$ cat src/rtl/keypad_scan.sv
// keypad_scan: 4x4 matrix keypad scanner with full-scan debounce.
// Revision 1.0 - initial release.
`default_nettype none

module keypad_scan #(
  parameter int SCAN_N   = 16,
  parameter int DB_SCANS = 4
) (
  input  logic       clk,
  input  logic       reset,
  output logic [3:0] col,
  input  logic [3:0] row,
  output logic [3:0] key_code,
  output logic       key_valid,
  output logic       key_held
);

  localparam logic [3:0] c_DB_SCANS = 4'(DB_SCANS);

  typedef enum logic [1:0] {
    S_IDLE     = 2'd0,
    S_DB_PRESS = 2'd1,
    S_PRESSED  = 2'd2,
    S_DB_REL   = 2'd3
  } state_t;

  logic [3:0]        r_row_meta;
  logic [3:0]        r_row_s;
  logic [SCAN_N-1:0] r_cnt;
  logic [1:0]        r_idx;
  logic [3:0]        r_col;
  logic [1:0]        r_acc_cnt;
  logic [3:0]        r_acc_code;
  state_t            r_state;
  logic [3:0]        r_cand;
  logic [3:0]        r_match;
  logic [3:0]        r_rel;
  logic [3:0]        r_key_code;
  logic              r_key_valid;
  logic              r_key_held;

  logic              w_tc;
  logic              w_res;
  logic [3:0]        w_low;
  logic [2:0]        w_col_cnt;
  logic [1:0]        w_row_idx;
  logic [2:0]        w_tot;
  logic [1:0]        w_sum_cnt;
  logic [3:0]        w_sum_code;
  logic              w_single;
  logic              w_hit;

  assign w_tc  = &r_cnt;
  assign w_res = w_tc && (r_idx == 2'd3);
  assign w_low = ~r_row_s;

  // Fold the current column into the running scan tally; lowest row wins in a column.
  always_comb begin
    w_col_cnt = 3'd0;
    w_row_idx = 2'd0;
    for (int i = 0; i < 4; i++) begin
      w_col_cnt = w_col_cnt + {2'b00, w_low[i]};
    end
    for (int i = 3; i >= 0; i--) begin
      if (w_low[i]) w_row_idx = 2'(i);
    end
    w_tot      = {1'b0, r_acc_cnt} + w_col_cnt;
    w_sum_cnt  = (w_tot >= 3'd2) ? 2'd2 : w_tot[1:0];
    w_sum_code = (w_col_cnt != 3'd0) ? {w_row_idx, r_idx} : r_acc_code;
  end

  assign w_single = w_res && (w_sum_cnt == 2'd1);
  assign w_hit    = w_single && (w_sum_code == r_cand);

  always_ff @(posedge clk or negedge reset) begin
    if (!reset) begin
      r_row_meta <= 4'd0;
      r_row_s    <= 4'd0;
      r_cnt      <= '0;
      r_idx      <= 2'd0;
      r_col      <= 4'b1110;
      r_acc_cnt  <= 2'd0;
      r_acc_code <= 4'd0;
    end else begin
      r_row_meta <= row;
      r_row_s    <= r_row_meta;
      r_cnt      <= r_cnt + SCAN_N'(1);
      if (w_tc) begin
        r_idx <= r_idx + 2'd1;
        r_col <= ~(4'b0001 << (r_idx + 2'd1));
        if (r_idx == 2'd3) begin
          r_acc_cnt  <= 2'd0;
          r_acc_code <= 4'd0;
        end else begin
          r_acc_cnt  <= w_sum_cnt;
          r_acc_code <= w_sum_code;
        end
      end
    end
  end

  always_ff @(posedge clk or negedge reset) begin
    if (!reset) begin
      r_state     <= S_IDLE;
      r_cand      <= 4'd0;
      r_match     <= 4'd0;
      r_rel       <= 4'd0;
      r_key_code  <= 4'd0;
      r_key_valid <= 1'b0;
      r_key_held  <= 1'b0;
    end else begin
      r_key_valid <= 1'b0;
      if (w_res) begin
        case (r_state)
          S_IDLE: begin
            if (w_single) begin
              r_cand  <= w_sum_code;
              r_match <= 4'd1;
              if (c_DB_SCANS == 4'd1) begin
                r_state     <= S_PRESSED;
                r_key_code  <= w_sum_code;
                r_key_valid <= 1'b1;
                r_key_held  <= 1'b1;
              end else begin
                r_state <= S_DB_PRESS;
              end
            end
          end
          S_DB_PRESS: begin
            if (w_hit) begin
              r_match <= r_match + 4'd1;
              if (r_match + 4'd1 == c_DB_SCANS) begin
                r_state     <= S_PRESSED;
                r_key_code  <= r_cand;
                r_key_valid <= 1'b1;
                r_key_held  <= 1'b1;
              end
            end else if (w_single) begin
              r_cand  <= w_sum_code;
              r_match <= 4'd1;
            end else begin
              r_state <= S_IDLE;
            end
          end
          S_PRESSED: begin
            if (!w_hit) begin
              if (c_DB_SCANS == 4'd1) begin
                r_state    <= S_IDLE;
                r_key_held <= 1'b0;
              end else begin
                r_state <= S_DB_REL;
                r_rel   <= 4'd1;
              end
            end
          end
          S_DB_REL: begin
            if (w_hit) begin
              r_state <= S_PRESSED;
            end else begin
              r_rel <= r_rel + 4'd1;
              if (r_rel + 4'd1 == c_DB_SCANS) begin
                r_state    <= S_IDLE;
                r_key_held <= 1'b0;
              end
            end
          end
          default: r_state <= S_IDLE;
        endcase
      end
    end
  end

  assign col       = r_col;
  assign key_code  = r_key_code;
  assign key_valid = r_key_valid;
  assign key_held  = r_key_held;

endmodule

`default_nettype wire

$ cat config.mk
export PLATFORM = sky130hd
export DESIGN_NAME = keypad_scan
export DESIGN_NICKNAME = d
export VERILOG_FILES = /design/src/rtl/keypad_scan.sv
export SDC_FILE = /design/constraint.sdc
export NUM_CORES = 1
export LEC_CHECK = 0
export ABC_AREA = 0
export BUFFER_PORTS_ARGS = -buffer_cell sky130_fd_sc_hd__buf_2
export CORE_ASPECT_RATIO = 0.6
export CORE_MARGIN = 2
export CORE_UTILIZATION = 50
export DETAILED_ROUTE_END_ITERATION = 12
export GPL_ROUTABILITY_DRIVEN = 0
export GPL_TIMING_DRIVEN = 0
export HOLD_SLACK_MARGIN = 0.08
export PLACE_DENSITY_LB_ADDON = 0.3
export RECOVER_POWER = 25
export SLEW_MARGIN = 25
export SYNTH_ARGS = -nofsm -noshare
export SYNTH_HDL_FRONTEND = slang
export SYNTH_SLANG_ARGS = --single-unit
export TNS_END_PERCENT = 50
$ cat constraint.sdc
create_clock -name clk -period 4.83 [get_ports clk]
set_input_delay 0.483 -clock clk [delete_from_list [all_inputs] [get_ports clk]]
set_output_delay 0.483 -clock clk [all_outputs]
set_load 0.05 [all_outputs]
**Word-level counts from Yosys, hierarchy flattened**

Index checks and enable logic that the tools add are counted.

- Register bits after elaboration: 56
- Input bits: 6
- Logic and storage cells: 93
- Output and inout port bits: 10

- Muxes and demuxes: 34
- Order comparisons: 1
- Add/sub/neg operators: 8
- Reductions and logical operators: 15
- Eq/ne operators: 18
- Shift operators: 1
- Bitwise gates (word level): 2

Operators by type and width:

| kind | number |
|---|---|
| $mux 4 | 8 |
| $mux 2 | 13 |
| $pmux 4 s2 | 3 |
| $add 16x1->16 const B | 1 |
| $reduce_and 16->1 | 1 |
| $ne 2x2->1 const B | 7 |
| $reduce_and 6->1 | 2 |
| $ne 3x3->1 const B | 3 |
| $add 4x1->4 const B | 2 |
| $eq 4x3->1 const B | 2 |
| $mux 1 | 8 |
| $not 4->4 | 2 |
| $pmux 2 s4 | 1 |
| $reduce_and 4->1 | 2 |
| $eq 2x2->1 const B | 3 |
| $reduce_bool 2->1 | 3 |
| $eq 2x1->1 const B | 2 |
| $eq 4x4->1 | 1 |
| $shl 1x2->4 const A | 1 |
| $add 2x1->3 | 1 |
| $add 2x3->3 | 1 |
| $add 3x1->3 | 1 |
| $ge 3x2->1 const B | 1 |
| $logic_and 1x1->1 | 3 |
| other kinds (7) | 7 |

**Logic depth before layout (Yosys ltp)**

- Depth after elaboration: 13
- Depth in mapped cells: 12
- Gate-level depth less buffers: 11

**Worst setup path after synthesis**

OpenSTA, ideal clock, no wires.

- Path kind: register to register
- Start: register r_row_s[1]
- End: register r_key_code[0], in the netlist key_code[0]
- Arrival: 3.415 ns
- Data required time: 4.705 ns
- Cell stages (with the launch flop): 12
- Path buffers: 1
- Setup time: 0.125 ns
- Period minus slack after synthesis: 3.540 ns
- Path slack: 1.290 ns
- Path through: dfrtp_1 > inv_1 > fa_1 > ha_1 > ha_1 > or4b_2 > a21oi_1 > o32ai_1 > or3_1 > buf_2 > nor3_4 > mux2_2

- Longest elaborated chain between the ends: 11
- Elaborated cells on any way between the ends: 16
- Classes of those cells: add/sub (4); order compare (1); eq/ne (2); mux (4); bitwise (1); reduce/logical (4)

Ends and longest elaborated chain:

| what | RTL line | RTL |
|---|---|---|
| start, declared | 28 | `logic [3:0] r_row_s;` |
| start signal, assigned | 86 | `r_row_s <= r_row_meta;` |
| $not 4->4 (*) | 55 | `assign w_low = ~r_row_s;` |
| $add 1x1->2 | 62 | `w_col_cnt = w_col_cnt + {2'b00, w_low[i]};` |
| $add 2x1->3 | 62 |  |
| $add 3x1->3 | 62 |  |
| $add 2x3->3 | 67 | `w_tot = {1'b0, r_acc_cnt} + w_col_cnt;` |
| $ge 3x2->1 | 68 | `w_sum_cnt = (w_tot >= 3'd2) ? 2'd2 : w_tot[1:0];` |
| $mux 2 | 68 |  |
| $eq 2x1->1 | 72 | `assign w_single = w_res && (w_sum_cnt == 2'd1);` |
| $logic_and 1x1->1 | 72 |  |
| $logic_and 1x1->1 (*) | 73 | `assign w_hit = w_single && (w_sum_code == r_cand);` |
| $reduce_and 4->1 (no line) (*) | - |  |
| end signal, assigned | 121 | `r_key_code <= w_sum_code;` |
| end signal, assigned | 134 | `r_key_code <= r_cand;` |
| end, declared | 38 | `logic [3:0] r_key_code;` |

Every way passes the cells marked *; elsewhere a longest branch is shown, timed or not.
A chain may end at the register's enable or synchronous reset.

**Final worst setup path**

- Start: register r_row_s[0]
- End: register r_cand[2]

- Longest elaborated chain between the ends: 12
- Elaborated cells on any way between the ends: 19
- Classes of those cells: add/sub (4); order compare (1); eq/ne (3); mux (6); bitwise (1); reduce/logical (4)

Ends and longest elaborated chain:

| what | RTL line | RTL |
|---|---|---|
| $not 4->4 (*) | 55 |  |
| $add 1x1->2 | 62 |  |
| $add 2x1->3 | 62 |  |
| $add 3x1->3 | 62 |  |
| $add 2x3->3 | 67 |  |
| $ge 3x2->1 | 68 |  |
| $mux 2 | 68 |  |
| $eq 2x1->1 | 72 |  |
| $logic_and 1x1->1 | 72 |  |
| $mux 4 / $logic_and 1x1->1 (equally long branches) | 116, 138, 73 |  |
| $mux 4 / $ne 2x2->1 (equally long branches) | - |  |
| $pmux 4 s2 / $reduce_and 3->1 (equally long branches) | - |  |
| end signal, assigned | 117 | `r_cand <= w_sum_code;` |
| end signal, assigned | 139 | `r_cand <= w_sum_code;` |
| end, declared | 35 | `logic [3:0] r_cand;` |

Every way passes the cells marked *; elsewhere a longest branch is shown, timed or not. The select of a mux whose other input is x is not followed.

==> reports/qor.csv <==
stage,metric,value,unit
place,Post-DP Area,2950,um^2
critical_path,critical path's slowest cell,nor3_1,
critical_path,CP arrival,4170,ps
run_status,status,"finished, violations left",
sta,Max Clk Rate,252,MHz
finish,area delta synth->final,9.02,%
detailed_routing,antenna-violating nets left,0,
logic_synthesis,"Seq/Total Area, Yosys",50.4,%
logic_synthesis,synthesis warning total,0,
logic_synthesis,top post-synthesis cells by area,"dfrtp_1 (48%), ha_1 (5.4%), nand2_1 (3.9%)",
floorplan,area of the die,6210,um^2
logic_synthesis,post-synthesis async set-or-reset flop share,100,%
sta,RSZ-0062 raised after global routing,false,
global_routing,first-pass GRT wire length,8710,um
flow_run,MaxCap Viol Count,1,
global_routing,initial antenna violation count,0,
detailed_routing,Pre-antenna DRT Iters,4,
logic_synthesis,syn_nets,284,
logic_synthesis,Post-synth EDFFs,0,
sta,min Tclk post-route,3970,ps
logic_synthesis,commonest cells in the netlist,"dfrtp_1 (53), nand2_1 (29), inv_1 (15)",
finish,NumNets Final,306,
logic_synthesis,Seq cells post-synth,56,
place,PortBufs,15,
sta,fin worst setup slack,864,ps
critical_path,CP max stage delay,640,ps
finish,Fillers,485,
critical_path,crit path launch,r_row_s[0]$_DFF_PN0_,
finish,layout cells sized above 1,13.9,%
logic_synthesis,Post-Syn Area,2790,um^2
place,post-DP HPWL,3820,um
critical_path,Reg2Reg Setup Slack,860,ps
clock_tree,"Gates resized, CTS repair",0,
detailed_routing,Detailed Route WL,5340,um
floorplan,num ports,16,
power_and_ir_drop,Worst VDD drop,0.165,mV
sta,clock skew,17.5,ps
power_and_ir_drop,Leak,0.00141,uW
critical_path,crit-path cells,inv_1 -> fa_1 -> ha_1 -> ha_1 -> nor3_1 -> nor3_1 -> o32ai_1 -> nor3_2 -> a21oi_1 -> mux2_2,
floorplan,Die Width,100,um
run_status,failing checks,"max-capacitance violations, max-slew violations",
logic_synthesis,Post-Synthesis Cells,264,
sta,setup TNS,0,ps
critical_path,CP startpoint kind,flop,
sta,"Slew Viols, Final",57,
floorplan,Die H,61.9,um
global_routing,largest net degree at the start of global routing,57,
floorplan,Initial Util,51.0,%
detailed_routing,iteration-0 DRC count of the detailed router,108,
clock_tree,clock slew at reported path FFs,100,ps
clock_tree,Clock Tree Buf Depth,2,
clock_tree,Hold Buf Count CTS,0,
global_routing,Tot GR Track Use,18.5,%
floorplan,row count,21,
finish,design area,3040,um^2
place,Place WS,927,ps
min_path,Min-Delay Path Class,in2reg,
detailed_routing,post-DR wirelength/cell,15.0,um
critical_path,Critical Path Sink,r_cand[2]$_DFFE_PN0P_,
detailed_routing,via count,1925,
critical_path,r2r worst-path depth,10,
clock_tree,later-pin clock latency in the skew report,320,ps
critical_path,Critical Path RT,5040,ps
sta,hold_ws,269,ps
clock_tree,Post-CTS Setup Inserts,0,
clock_tree,CTS tree,built,
sta,final-report hold violation count,0,
global_routing,vias in the first global route,1773,
clock_tree,CTS Buf Count,5,
sta,worst slew pin tran,2900,ps
sta,Slew HR,-93.2,%
sta,endpoints failing setup,0,
clock_tree,H-tree lvl count,2,
critical_path,Worst Setup Path Type,reg2reg,
logic_synthesis,post-synth top area share,47.6,%
critical_path,crit end category,flop,
logic_synthesis,syn_area_per_cell,10.6,um^2
critical_path,R2R Path Start,r_row_s[0]$_DFF_PN0_,
logic_synthesis,library cells used by synthesis,47,
logic_synthesis,Synth Flop Type,dfrtp_1,
logic_synthesis,most common cell in the netlist,dfrtp_1,
critical_path,Crit Path Max Fanout,8,
floorplan,core area,5470,um^2
global_routing,GR Overflow Total,0,
clock_tree,CTS Sinks,56,
clock_tree,root buf cell,clkbuf_8,
critical_path,Reg-to-Reg End,r_cand[2]$_DFFE_PN0P_,
detailed_routing,post-route DRC violation count,0,
finish,Antenna diodes,0,
power_and_ir_drop,Power Dens Cells,264,nW/um^2
sta,period utilization,82.1,%
logic_synthesis,biggest area consumer among synthesized cells,dfrtp_1,
power_and_ir_drop,Overall Power,803,uW
detailed_routing,via/cell ratio,5.41,
## placed cells by master, fill, tap and decap left out, types with 2 or more instances in the layout
cell type	synthesis	layout
a21oi_1	11	11
and2_1	4	4
and3_1	10	10
and4_1	3	3
buf_2	2	16
clkbuf_1	6	7
clkbuf_8	0	5
dfrtp_1	53	53
dfstp_2	3	3
fa_1	2	2
ha_1	12	12
inv_1	15	15
mux2_2	7	7
mux2i_1	4	4
nand2_1	29	29
nand2b_1	3	3
nand3_1	14	14
nand4_1	4	4
nor2_1	7	7
nor2b_1	2	2
nor3_1	6	6
nor4_1	4	4
nor4b_1	2	2
o2111ai_1	2	2
o211ai_1	3	3
o21ai_0	11	11
o31ai_1	6	6
or3_1	4	4
xnor2_1	10	10
xor2_1	7	7
## sequential cells by signal, indices dropped and copies added (netlist names), named ones only
signal	flops
r_cand	4
r_row_s	4
r_acc_code	4
r_match	4
r_rel	4
r_state	1
r_idx	2
key_valid	1
r_row_meta	4
key_code	4
col	4
key_held	1
r_acc_cnt	2
r_cnt	16
## metal layers
| layer | wire length [um] | share of wire (%) | global-route usage, % | vias up |
|---|---|---|---|---|
| met1 | 3060 | 57 | 29.3 | 908 |
| met5 | 0 | 0 | 0 | - |
| met3 | 186 | 3.5 | 4.14 | 5 |
| met2 | 2050 | 38 | 24.8 | 26 |
| met4 | 39 | 0.73 | 5.87 | 0 |
| li1 | - | - | - | 986 |
## stage by stage
stage	std cells	util [%]
after CTS	356	55.7
after global routing	356	55.6
after global placement	348	54.0
final	356	55.6
after detailed placement	348	54.0
after floorplan	264	-
## cells by family (layout without fill, tap and decap cells)
kind of cell    count (synthesis)  in the layout  synth area share (%)
compound gates                 45             45                  11.1
xor+xnor                       17             17                  5.34
buf+inv                        25             48                  3.50
fa+ha+maj                      14             14                  6.82
simple gates                   96             96                  18.6
mux                            11             11                  4.26
flops                          56             56                  50.4
## where the power goes
| part | switching [uW] | leakage [uW] | internal [uW] |
|---|---|---|---|
| registers | 1.95 | 0.000739 | 472 |
| logic | 44.2 | 0.000622 | 18.0 |
| clock network | 162 | 0.0000485 | 104 |
| total | 208 | 0.00141 | 595 |
## layout make-up
| type | instances | area [um^2] | area share, % |
|---|---|---|---|
| Clock inverter | 3 | 22.5 | 0.741 |
| Multi-Input combinational cell | 183 | 1290 | 42.3 |
| Inverter | 15 | 56.3 | 1.85 |
| Buffer | 10 | 41.3 | 1.36 |
| Clock buffer | 5 | 68.8 | 2.26 |
| Timing Repair Buffer | 15 | 73.8 | 2.43 |
| Sequential cell | 56 | 1410 | 46.2 |
| Tap cell | 69 | 86.3 | 2.84 |
## critical path, delay by kind of cell, from the launching register on
| kind | cells | cell delay (ps) |
|---|---|---|
| compound gates | 2 | 980 |
| simple gates | 3 | 930 |
| flops | 1 | 400 |
| fa+ha+maj | 3 | 1060 |
| mux | 1 | 390 |
| buf+inv | 1 | 110 |
## how the worst min path moves through the flow
stage,startpoint,to,depth (start not counted)
2_1_floorplan,reset,async pin,0
3_3_place_gp,r_row_meta[1]$_DFF_PN0_,r_row_s[1]$_DFF_PN0_,0
3_5_place_dp,r_row_meta[1]$_DFF_PN0_,r_row_s[1]$_DFF_PN0_,0
4_1_cts,reset,col[0]$_DFFE_PN0P_,1
5_1_grt,row[2],r_row_meta[2]$_DFF_PN0_,1
6_report,row[0],r_row_meta[0]$_DFF_PN0_,1
Note: power is estimated with default switching activity, not from simulation.
